===== config.mk =====
export PLATFORM = sky130hd
export DESIGN_NAME = quad_debounce
export DESIGN_NICKNAME = d
export VERILOG_FILES = /design/src/rtl/quad_debounce.sv
export SDC_FILE = /design/constraint.sdc
export NUM_CORES = 1
export LEC_CHECK = 0
export CORE_MARGIN = 2
export CORE_UTILIZATION = 55
export CTS_CLUSTER_DIAMETER = 100
export DETAILED_ROUTE_END_ITERATION = 8
export PLACE_DENSITY = 0.81
export SLEW_MARGIN = 20
export SYNTH_ARGS = -nofsm -noshare
export SYNTH_HDL_FRONTEND = slang
export SYNTH_SLANG_ARGS = --single-unit

===== constraint.sdc =====
create_clock -name clk -period 2.58 [get_ports clk]
set_clock_uncertainty 0.05 [all_clocks]
set_input_delay 0.516 -clock clk [delete_from_list [all_inputs] [get_ports clk]]
set_output_delay 0.516 -clock clk [all_outputs]
set_load 0.02 [all_outputs]

===== src/rtl/quad_debounce.sv =====
// -----------------------------------------------------------------------------
// quad_debounce
//
// Conditions raw rotary-encoder / push-button pins before the quadrature
// encoder. Each channel goes through a metastability synchronizer and then a
// prescaled stability filter. A channel's clean level only changes after the
// opposite level has been seen on STABLE_COUNT consecutive sample ticks.
//
// Parameters:
//   CHANNELS     number of independent input channels (>=1)
//   SYNC_STAGES  synchronizer depth per channel (>=2)
//   PRESCALE     clocks per sample tick (>=1, 1 = sample every clock)
//   STABLE_COUNT consecutive differing samples needed to accept a level (>=1)
//
// Ports:
//   clk        system clock, rising edge
//   reset      asynchronous, active-high reset
//   in_raw     raw asynchronous pin levels
//   out_clean  debounced levels (registered)
//   rose       1-cycle pulse when out_clean[i] goes 0->1 (registered)
//   fell       1-cycle pulse when out_clean[i] goes 1->0 (registered)
//   tick       1-cycle sample strobe (registered)
// -----------------------------------------------------------------------------
module quad_debounce #(
    parameter int CHANNELS     = 2,
    parameter int SYNC_STAGES  = 2,
    parameter int PRESCALE     = 16,
    parameter int STABLE_COUNT = 8
) (
    input  logic                clk,
    input  logic                reset,
    input  logic [CHANNELS-1:0] in_raw,
    output logic [CHANNELS-1:0] out_clean,
    output logic [CHANNELS-1:0] rose,
    output logic [CHANNELS-1:0] fell,
    output logic                tick
);

    localparam int PW = (PRESCALE > 1) ? $clog2(PRESCALE) : 1;
    localparam int CW = (STABLE_COUNT > 0) ? $clog2(STABLE_COUNT + 1) : 1;

    localparam logic [PW-1:0] PRE_LAST = PW'(PRESCALE - 1);
    localparam logic [CW-1:0] CNT_LAST = CW'(STABLE_COUNT - 1);

    // Synchronizer chains: bit 0 is the first stage, bit SYNC_STAGES-1 the last.
    logic [SYNC_STAGES-1:0] sync_r [CHANNELS];
    logic [CHANNELS-1:0]    sync_s;

    // Prescaler state. tick_r is the registered image of "counter is at its
    // last value", so every consumer sees the strobe without a comb path.
    logic [PW-1:0]          pre_r;
    logic [PW-1:0]          pre_next_s;
    logic                   tick_r;

    // Per-channel filter state and its next-state values.
    logic [CW-1:0]          cnt_r      [CHANNELS];
    logic [CW-1:0]          cnt_next_s [CHANNELS];
    logic [CHANNELS-1:0]    clean_r;
    logic [CHANNELS-1:0]    clean_next_s;
    logic [CHANNELS-1:0]    rose_r;
    logic [CHANNELS-1:0]    rose_next_s;
    logic [CHANNELS-1:0]    fell_r;
    logic [CHANNELS-1:0]    fell_next_s;

    // Shift each raw pin through its synchronizer chain.
    always_ff @(posedge clk or posedge reset) begin
        if (reset) begin
            for (int ch = 0; ch < CHANNELS; ch++) begin
                sync_r[ch] <= '0;
            end
        end else begin
            for (int ch = 0; ch < CHANNELS; ch++) begin
                sync_r[ch] <= {sync_r[ch][SYNC_STAGES-2:0], in_raw[ch]};
            end
        end
    end

    // Pick the last synchronizer stage of every channel.
    always_comb begin
        sync_s = '0;
        for (int ch = 0; ch < CHANNELS; ch++) begin
            sync_s[ch] = sync_r[ch][SYNC_STAGES-1];
        end
    end

    // Prescaler next value: free-running 0..PRESCALE-1 with wrap.
    always_comb begin
        pre_next_s = pre_r;
        if (pre_r == PRE_LAST) begin
            pre_next_s = '0;
        end else begin
            pre_next_s = pre_r + PW'(1);
        end
    end

    // Prescaler counter and registered sample strobe.
    always_ff @(posedge clk or posedge reset) begin
        if (reset) begin
            pre_r  <= '0;
            tick_r <= 1'b0;
        end else begin
            pre_r  <= pre_next_s;
            tick_r <= (pre_next_s == PRE_LAST);
        end
    end

    // Stability filter next state. Any agreeing sample discards progress, so a
    // bounce that returns before acceptance leaves the clean level untouched.
    always_comb begin
        clean_next_s = clean_r;
        rose_next_s  = '0;
        fell_next_s  = '0;
        for (int ch = 0; ch < CHANNELS; ch++) begin
            cnt_next_s[ch] = cnt_r[ch];
            if (tick_r) begin
                if (sync_s[ch] == clean_r[ch]) begin
                    cnt_next_s[ch] = '0;
                end else if (cnt_r[ch] == CNT_LAST) begin
                    cnt_next_s[ch]   = '0;
                    clean_next_s[ch] = sync_s[ch];
                    rose_next_s[ch]  = sync_s[ch];
                    fell_next_s[ch]  = ~sync_s[ch];
                end else begin
                    cnt_next_s[ch] = cnt_r[ch] + CW'(1);
                end
            end else begin
                cnt_next_s[ch] = cnt_r[ch];
            end
        end
    end

    // Filter registers: counters, clean levels and edge strobes.
    always_ff @(posedge clk or posedge reset) begin
        if (reset) begin
            for (int ch = 0; ch < CHANNELS; ch++) begin
                cnt_r[ch] <= '0;
            end
            clean_r <= '0;
            rose_r  <= '0;
            fell_r  <= '0;
        end else begin
            for (int ch = 0; ch < CHANNELS; ch++) begin
                cnt_r[ch] <= cnt_next_s[ch];
            end
            clean_r <= clean_next_s;
            rose_r  <= rose_next_s;
            fell_r  <= fell_next_s;
        end
    end

    assign out_clean = clean_r;
    assign rose      = rose_r;
    assign fell      = fell_r;
    assign tick      = tick_r;

endmodule


# --- Yosys cells after proc, flatten, opt, wreduce, memory -nomap -nowiden ---
# Index checks and enable logic that the tools add are counted.
totals:
  reg_bits: 23
  input_bits: 4
  output_inout_bits: 7
  word_cells: 42
classes:
  add_sub_neg: 3
  n_eq_ne: 6
  n_mux: 17
  bitwise_logic: 4
  reduce_logical: 2
ops:
  columns: ["operator", "n"]
  rows:
  - ["2-to-1 mux 4 bit", 5]
  - ["adder 4 x 1 -> 4 bit, second input constant", 3]
  - ["2-to-1 mux 1 bit", 12]
  - ["== test 4 x 3 -> 1 bit, second input constant", 2]
  - ["== test 4 bit, second input constant", 2]
  - ["AND reduction 3 bit", 2]
  - ["NOT 1 bit", 4]
  - ["== test 1 bit", 2]

# --- Logic depth before layout (Yosys ltp) ---
logic_depth:
  word_depth: 4
  ltp_mapped: 4
  depth_no_buf: 4

# --- Worst setup path before layout ---
# Ideal clock, no wire load.
synth_path:
  kind: "flip-flop to flip-flop"
  from: "reg clean_r[1], in the netlist out_clean[1]"
  to: "reg cnt_r[0] in the netlist's numbering"
  setup_ns: 0.125
  arrival_time_ns: 1.150
  required_time_ns: 2.405
  path_slack_ns: 1.255
  stages_incl_launch_ff: 4
  n_path_buf: 0
  synth_period_minus_slack_ns: 1.325
  path_cell_list: "dfrtp_1 > xnor2_1 > a211oi_1 > mux2_2"
synth_between:
  elab_chain_len: 2
synth_rtl:
  columns: ["element", "line_no", "source"]
  rows:
  - ["start, declared", "58", "logic [CHANNELS-1:0] clean_r;"]
  - ["start signal, assigned", "145", "clean_r <= clean_next_s;"]
  - ["== test 1 bit", "116", "if (sync_s[ch] == clean_r[ch]) begin"]
  - ["2-to-1 mux 4 bit", "116", null]
  - ["end signal, assigned by index", "143", "cnt_r[ch] <= cnt_next_s[ch];"]
  - ["end, declared", "56", "logic [CW-1:0] cnt_r [CHANNELS];"]
# Every way passes these cells.
# A chain may end at the register's enable or synchronous reset.

# --- Worst setup path in the final report ---
layout_path:
  from: "reg tick_r, in the netlist tick"
  to: "out tick"
layout_rtl:
  columns: ["element", "line_no", "source"]
  rows:
  - ["start, declared", "53", "logic tick_r;"]
  - ["start signal, assigned", "103", "tick_r <= (pre_next_s == PRE_LAST);"]
  - ["end, declared", "36", "output logic tick"]
# No word-level cell between the ends.

==> run summary <==
Warnings, synthesis -> 0
Synth Cell Area -> 980 sq um
most area-hungry cell type in the Yosys netlist -> dfrtp_1
Slew @ Worst Pin -> 467 ps
Net Sw Frac -> 21.1%
number of cells on the worst reg-to-reg path -> 3
Hold Crit Depth -> 0
post-synthesis sequential area ratio -> 58.7%
Worst R2R End -> out_clean[0]
initial antenna violation count -> 0
Clock Path Buffers -> 2
final setup fails -> 0
Startpoint Class -> flip-flop
1st-pass router iterations -> 2
root buf cell -> clkbuf_4
commonest non-fill, non-tap cell in the layout -> dfrtp_1
vias per cell -> 5.26
DR DRC count -> 0
core box area -> 1710 sq um
global-route wire length before repair -> 2450 um
syn_area_per_cell -> 11.9 sq um
die area -> 2130 sq um
clk slew on worst S/H paths -> 120 ps
ratio of cells with drive above 1 in the final layout -> 8.33%
GRT Residual Overflow -> 0
clock sink total -> 23
Yosys cell types -> 29
crit path kind -> flip-flop to primary output
port bufs -> 10
r2r startpoint -> tick
crit path cell chain -> clkdlybuf4s50_1
sw power -> 118 uW
CTS buffer count -> 3
max-cap violations -> 0
synthesis-to-layout area growth -> 16.3%
Cell Pwr Density -> 491 nW/um^2
synth top area cells -> dfrtp_1 59%, ha_1 5.1%, mux2_2 3.4%
WL final -> 1420 um
Worst path max stage delay -> 690 ps
Fin. Hold Viols -> 0
Wirelength per Cell -> 11.7 um
Internal Pwr Total -> 441 uW
WHS Endpoint -> sync_r[3]
overall power -> 559 uW
crit-path max FO -> 16
leakage power -> 0.000533 uW
row count -> 15
Largest delay share family, worst path -> buffers and inverters
final clock period utilization by the worst path -> 84.2%
CTS Hold Buffers Added -> 0
H-tree levels -> 1
Post-synth top flop -> dfrtp_1
setup_tns -> 0 ps
VDD IR max -> 0.330 mV
Detail Route Antenna Nets -> 0
initial DRC count -> 7
clock period minus worst slack -> 2170 ps
placed cells -> 117
Post-Syn Nets -> 90
Cell Count, Final, Fillers Out -> 121
Final Net Count -> 105
routability congestion estimate -> 0.815
Vias -> 637
Yosys top cell area share -> 58.7%
Worst-Skew Late Latency -> 300 ps
FF+latch count, synth -> 23
die height -> 46.2 um
Worst setup EP type -> primary output
outcome -> finished, final reports clean
CTS tree -> yes
commonest non-fill, non-tap cells in the layout -> 23 x dfrtp_1, 10 x clkdlybuf4s50_1, 7 x inv_1
CP bufs+invs -> 1
asr flop ratio synth -> 100%
post-CTS setup buffer count -> 0
Detailed Place HPWL -> 1030 um
Post-synth EDFFs -> 0
Slew headroom -> 68.6%
sequential power share -> 67.0%
Achievable Freq -> 0.460 GHz
largest net degree at the start of global routing -> 24
slowest CP cell -> clkdlybuf4s50_1
R2R setup slack -> 1150 ps
initial cell density of the core -> 57.4%
WP data required -> 2010 ps
post-cts resize count -> 0
power share of the combinational group -> 5.1%
RSZ-0062 raised after global routing -> false
gr usage total -> 16.4%
Pins Over Slew Limit -> 0
DIE WIDTH -> 46.2 um
Hold Crit Class -> flip-flop to flip-flop
Clock Power Share -> 28.0%
vias in the first global route -> 596
hold path startpoint -> sync_r[2]
worst endpoint data arrival time -> 1610 ps
cells after synthesis -> 82
Ports -> 11
antenna diode count -> 0
==> layer usage <==
| layer | up-vias | routed length (um) | track usage (%) |
|---|---|---|---|
| met3 | 2 | 27 | 2.35 |
| met2 | 5 | 687 | 27.8 |
| li1 | 319 | - | - |
| met4 | 0 | 12 | 8.57 |
| met5 | - | 0 | 0 |
| met1 | 311 | 687 | 20.0 |
==> cell type report <==
class | count | area, sq um
repair buffers | 11 | 108
fillers | 132 | 568
multi-input cells | 51 | 373
inverters | 7 | 26.3
well taps | 25 | 31.3
clock buffers | 4 | 26.3
flip-flops and latches | 23 | 576
==> registers in the layout, summed over array words and instances (netlist names) <==
register,flops
cnt_r,8
pre_r,4
out_clean,2
sync_r,4
rose,2
tick,1
fell,2
==> worst max path at each step <==
| stage | startpoint | to | depth (start not counted) |
|---|---|---|---|
| after global placement | tick | tick | 1 |
| final | tick | tick | 1 |
| after floorplan | out_clean[1] | cnt_r[0] | 3 |
| after detailed placement | tick | tick | 1 |
| after CTS | tick | tick | 1 |
| after global routing | tick | tick | 1 |
==> cell families (layout without fill, tap and decap cells) <==
| group | Yosys count | after routing | synth area share [%] |
|---|---|---|---|
| DFF | 23 | 23 | 58.7 |
| and+or+nand+nor | 22 | 22 | 13.4 |
| AOI/OAI and AO/OA | 17 | 17 | 11.4 |
| buffers and inverters | 8 | 22 | 3.19 |
| adders and majority gates | 4 | 4 | 5.11 |
| xor gates and xnor gates | 4 | 4 | 3.58 |
| muxes | 4 | 4 | 4.60 |
==> per-stage QoR <==
stage               hold slack [ps]  util, %  setup WS [ps]  area [sq um]
floorplan                       281        -           1250           980
global placement                283     65.2            786          1110
detailed placement              288     65.2            747          1110
CTS                             316     66.7            402          1140
global route                    323     66.7            310          1140
finish                          311     66.7            408          1140
==> power by group through the flow <==
stage	Sequential (uW)	Clock [uW]	Combinational (uW)
3_5_place_dp	382	0	28.7
4_1_cts	375	164	29.2
2_1_floorplan	380	0	18.6
6_report	375	156	28.3
5_1_grt	377	180	32.8
3_3_place_gp	381	0	27.4
==> synthesized netlist by cell type (3+ instances only) <==
| master | count |
|---|---|
| dfrtp_1 | 23 |
| ha_1 | 4 |
| mux2_2 | 3 |
| nor3b_1 | 4 |
| inv_1 | 7 |
| o21ai_0 | 6 |
| nand2_1 | 5 |
(Power assumes the default switching activity.)
